[src/rtl/priority_irq_controller.sv]
// Priority interrupt front end: captures request edges into a pending register and
// presents the highest enabled pending line as an ID through a valid/ack handshake.
module priority_irq_controller #(
    parameter int N  = 8,
    parameter int IW = 3
) (
    input  logic          clk,
    input  logic          rst,
    input  logic [N-1:0]  irq,
    input  logic [N-1:0]  mask,
    input  logic          ack,
    output logic          irq_valid,
    output logic [IW-1:0] irq_id,
    output logic [N-1:0]  pending,
    output logic [N-1:0]  overrun
);

    typedef enum logic [1:0] {
        IDLE,
        BUSY,
        GAP
    } state_t;

    state_t        state;
    state_t        state_next;
    logic [N-1:0]  irq_prev;
    logic [N-1:0]  irq_edge;
    logic [N-1:0]  req;
    logic [N-1:0]  clr;
    logic [IW-1:0] sel;
    logic [IW-1:0] id_next;
    logic          valid_next;
    logic          accept;

    assign irq_edge = irq & ~irq_prev;
    assign req      = pending & mask;
    assign accept   = (state == BUSY) && ack;

    // Later iterations overwrite earlier ones, so the highest requesting index wins.
    always_comb begin
        sel = '0;
        for (int i = 0; i < N; i++) begin
            if (req[i]) begin
                sel = IW'(i);
            end
        end
    end

    always_comb begin
        clr = '0;
        if (accept) begin
            clr[irq_id] = 1'b1;
        end
    end

    // Edge capture; the set term is OR-ed last so a same-cycle edge beats the clear.
    always_ff @(posedge clk) begin
        if (rst) begin
            irq_prev <= '0;
            pending  <= '0;
            overrun  <= '0;
        end else begin
            irq_prev <= irq;
            pending  <= (pending & ~clr) | irq_edge;
            overrun  <= overrun | (irq_edge & pending & ~clr);
        end
    end

    always_ff @(posedge clk) begin
        if (rst) begin
            state     <= IDLE;
            irq_valid <= 1'b0;
            irq_id    <= '0;
        end else begin
            state     <= state_next;
            irq_valid <= valid_next;
            irq_id    <= id_next;
        end
    end

    // GAP exists so the cleared pending bit is registered before the next selection.
    always_comb begin
        state_next = state;
        valid_next = irq_valid;
        id_next    = irq_id;
        case (state)
            IDLE: begin
                if (|req) begin
                    id_next    = sel;
                    valid_next = 1'b1;
                    state_next = BUSY;
                end
            end
            BUSY: begin
                if (ack) begin
                    valid_next = 1'b0;
                    state_next = GAP;
                end
            end
            GAP: begin
                state_next = IDLE;
            end
            default: begin
                valid_next = 1'b0;
                state_next = IDLE;
            end
        endcase
    end

endmodule

[config.mk]
export PLATFORM = sky130hd
export DESIGN_NAME = priority_irq_controller
export DESIGN_NICKNAME = d
export VERILOG_FILES = /design/src/rtl/priority_irq_controller.sv
export SDC_FILE = /design/constraint.sdc
export NUM_CORES = 1
export LEC_CHECK = 0
export CAP_MARGIN = 20
export CORE_ASPECT_RATIO = 1.4
export CORE_MARGIN = 2
export CORE_UTILIZATION = 44
export CTS_CLUSTER_SIZE = 30
export DETAILED_ROUTE_END_ITERATION = 8
export PLACE_DENSITY = 0.84
export SETUP_SLACK_MARGIN = 0.5
export SLEW_MARGIN = 20
export SYNTH_ARGS = -nofsm -noshare
export SYNTH_HDL_FRONTEND = slang
export SYNTH_SLANG_ARGS = --single-unit
[constraint.sdc]
create_clock -name clk -period 1.5 [get_ports clk]
set_input_delay 0.225 -clock clk [delete_from_list [all_inputs] [get_ports clk]]
set_output_delay 0.225 -clock clk [all_outputs]
set_load 0.01 [all_outputs]
After elaboration in Yosys (flattened, before gate mapping)
Cells that the tools add are included.
Word-level totals
  register bits: 30
  word-level logic and storage cells: 45
Cells by class
  equality and inequality tests: 4
  bitwise gates (word level): 10
  reductions and logical operators: 7
  muxes and demuxes: 16
  $lt $le $gt $ge: 2
Operator list (number)
  8-bit AND: 5
  8-bit NOT: 2
  8-bit OR: 2
  3-bit 2-to-1 mux: 5
  8-bit 2-to-1 mux: 1
  8-bit OR reduction: 1
  2-bit 2-to-1 mux: 3
  3-bit by 4-bit < comparator with 1-bit output (second input constant): 1
  1-bit 2-to-1 mux: 4
  2-bit != test (second input constant): 2
  2-bit case mux with 2 select lines: 1
  2-bit AND reduction: 2
  1-bit demux with 3-bit select: 1
  3-bit by 1-bit >= comparator with 1-bit output (second input constant): 1
  1-bit case mux with 3 select lines: 1
  3-bit AND reduction: 1
  2-bit by 1-bit == test with 1-bit output (second input constant): 1
  2-bit == test (second input constant): 1
  1-bit logical AND: 2
  2-bit logical NOT: 1
  1-bit NOT: 1

Longest topological paths before layout
  depth after elaboration: 8
  mapped depth: 4
  depth with buffers taken out: 4

Least setup slack after synthesis
Ideal clock, no wire load.
  path kind: reg2reg
  start: reg pending[4]
  end: reg irq_id[2]
  setup time: 70 ps
  path buffers: 0
  data required time: 1430 ps
  arrival time: 1101 ps
  path slack: 328 ps
  period minus slack after synthesis: 1172 ps
  stages on the path, launching flop included: 5
  cells stage by stage: dfxtp_1 -> a22oi_1 -> a41oi_2 -> nand2b_1 -> a21oi_1
On the way
  cells in the longest elaborated chain, start to end: 5
RTL lines
  from (decl): RTL line 14  | output logic [N-1:0] pending,
  from (signal assigned): RTL line 64  | pending <= (pending & ~clr) | irq_edge;
  8-bit AND *: RTL line 36  | assign req = pending & mask;
  3-bit 2-to-1 mux (4 in a row): RTL line 43  | if (req[i]) begin
  to (signal assigned): RTL line 77  | irq_id <= id_next;
  to (decl): RTL line 13  | output logic [IW-1:0] irq_id,
Every way passes the cells marked *; elsewhere a longest branch is shown, timed or not.
A chain may end at the register's enable or synchronous reset.

Worst setup path after layout
  start: reg state[0]
  end: reg irq_id[1]
On the way
  cells in the longest elaborated chain, start to end: 2
RTL lines
  from (decl): RTL line 24  | state_t state;
  from (signal assigned): RTL line 75  | state <= state_next;
  2-bit logical NOT: RTL line 86  | case (state)
  2-bit AND reduction (no line)
Every way passes these cells.

==> qor.yml <==
cp-start-kind: "flip-flop"
place.gp.congestion: 0.9074
cp.required_ns: 1.74
setup_violations: 0
maxClockFrequency_mhz: 750.4
avgViaCountPerCell: 5.551
final_layout_size_suffix_gt1_share_pct: 53.93
multi_input_area_sq_um: 644.4
crit_arrival_ns: 1.57
crit_chain: "or2_1 > a41oi_4 > nor2_1 > a311oi_1"
grt_max_degree: 37
path_buf_inv: 0
post-route-util_pct: 85.51
coreArea_sq_um: 2417
synth_top_area_cell: "dfxtp_1"
syn_area_per_cell_sq_um: 9.681
syn_nets: 137
yosysTopAreaCellShare_pct: 52.57
startpoint: "state[0]$_SDFFE_PP0P_"
totalWireLength_um: 4229
dr.pass1.iters: 4
start_util_pct: 47.26
cts.htree.levels: 2
tightestPinTransition_ns: 0.2891
placed_area_sq_um: 1622
cts_root_buf: "clkbuf_4"
insertion_delay_ns: 0.35
grt_overflow: 0
status: "complete, no violations"
finalInstanceArea_sq_um: 2067
drc_errors: 0
crit_fanout: 6
grt_pass1_vias: 1196
numCtsBuffers: 5
fin_tns_setup_ns: 0
min_period_ns: 1.333
crit_family: "compound AO/OA/AOI/OAI gates"
register_area_sq_um: 653.1
reg2reg_depth: 4
ir_drop_uv: 1021
powerDensity_nw_per_um2: 995.0
cpPeakStageDelay_ns: 0.37
async_flop_share_pct: 0
syn_to_final_growth_pct: 80.94
antenna_cells: 0
rsz0062_at_grt: "yes"
grt_pass1_wl_um: 5223
max_slew_margin_pct: 80.73
yosys_warnings: 0
io_pins: 39
r2r_slack_ns: 0.17
place_hpwl_um: 2043
antenna_found_initial: 0
fillers: 133
fp.dieArea_sq_um: 3026
netlist_top_cells_area: "dfxtp_1 (53%), nand2b_1 (9.9%), a21oi_1 (4.8%)"
endpoint: "irq_id[1]$_SDFFE_PP0P_"
track_usage_pct: 24.08
worst-path-stages: 4
synth-edff-count: 0
drt-initial-drc-count: 37
cap_violations: 0
vias: 1249
cts.sinks: 30
fin_worst_skew_ns: 0.02411
layout.cells.most_common_list: "buf_6 (25), buf_4 (25), nand2b_1 (17)"
r2r_end: "irq_id[1]$_SDFFE_PP0P_"
hold_path.class: "in2reg"
drv_slew: 0
clockBufferDepth: 2
synth-seq-area-share_pct: 52.57
wl_per_cell_um: 18.80
p_leak_nw: 0.8412
hold-worst-slack_ns: 0.4168
ys_ff_latch: 30
die_x_um: 47.07
die_y_um: 64.29
cp_slowest_cell: "dfxtp_2"
end_kind: "flip-flop"
min_period_over_period_pct: 88.84
cts_tree: "done"
clkTransAtPathRegs_ns: 0.11
finalNetCount: 209
hold_viol_final: 0
criticalPathCategory: "reg2reg"
ys_types: 24
ys.flop_type: "dfxtp_1"
r2r_start: "state[0]$_SDFFE_PP0P_"
ant_nets: 0
rows: 21
synth_area_sq_um: 1142
io_buffers: 38
netlist_instances: 118
## metrics by stage
stage / setup WS (ns) / total power (W) / std cells
2_1_floorplan: 0.3598 / 0.001112 / 118
3_3_place_gp: -0.06895 / 0.001304 / 190
3_5_place_dp: -0.1244 / 0.001320 / 190
4_1_cts: 0.2526 / 0.001882 / 212
5_1_grt: 0.1417 / 0.002143 / 225
6_report: 0.1674 / 0.002057 / 225
## how the worst min path moves through the flow
stage / endpoint / start / slack [ns] / cells after the start
after floorplan: irq_prev[0]$_SDFF_PP0_ / irq[0] / 0.35 / 1
after global placement: overrun[2]$_SDFF_PP0_ / overrun[2]$_SDFF_PP0_ / 0.45 / 2
after detailed placement: overrun[2]$_SDFF_PP0_ / overrun[2]$_SDFF_PP0_ / 0.45 / 2
after CTS: state[0]$_SDFFE_PP0P_ / ack / 0.37 / 3
after global routing: state[0]$_SDFFE_PP0P_ / ack / 0.42 / 3
final: state[0]$_SDFFE_PP0P_ / ack / 0.42 / 3
## Yosys cell counts (2+ instances only)
master	number
o21ba_1	2
o21ai_1	7
nand2_1	7
clkbuf_1	4
dfxtp_1	30
nor2_1	7
a32o_1	2
a22oi_1	3
nand2b_1	18
nor2b_1	8
o31ai_1	7
a21oi_1	11
## worst register-to-register path: stages, from the launching register on
cell and delay (ns):
dfxtp_2 0.37, or2_1 0.25, a41oi_4 0.26, nor2_1 0.10, a311oi_1 0.25
## cells by family (layout without fill, tap and decap cells)
| kind of cell | Yosys count | count (layout) | synth area share (%) |
|---|---|---|---|
| compound gates | 39 | 39 | 23.99 |
| buf+inv | 4 | 77 | 1.314 |
| flops | 30 | 30 | 52.57 |
| simple gates | 45 | 45 | 22.13 |
## per-layer routing
| metal | up-vias | track usage [%] | share of wire (%) | routed length, um |
|---|---|---|---|---|
| li1 | 567 | - | - | - |
| met2 | 67 | 42.29 | 55 | 2308 |
| met1 | 592 | 24.78 | 35 | 1493 |
| met4 | 0 | 11.46 | 4.8 | 202 |
| met3 | 23 | 6.215 | 5.3 | 223 |
| met5 | - | 0 | 0 | 0 |
## power by group
| part | total (W) | internal [W] | switching, W |
|---|---|---|---|
| clock | 0.000528 | 0.000227 | 0.000301 |
| combinational | 0.000582 | 0.000327 | 0.000255 |
| sequential | 0.000947 | 0.000871 | 0.0000754 |
## cell type report
| class | instances | area share (%) |
|---|---|---|
| clock inverter | 1 | 0.2421 |
| tap | 34 | 2.058 |
| clock buffer | 7 | 2.663 |
| sequential | 30 | 31.60 |
| timing repair buffer | 69 | 32.26 |
| multi-input combinational | 84 | 31.17 |
## state kept, by name, summed over array words and instances, names as in the netlist
signal	count
overrun	8
irq_prev	8
state	2
irq_valid	1
pending	8
irq_id	3
## timing repair
action                                  4_1_cts  5_1_grt
setup buffers                                14       13
endpoints found under the setup margin       41       41
hold buffers                                  0        0
pin swaps                                    17        8
gates resized for setup                     123       30
Power figures use the tool's default switching activity.
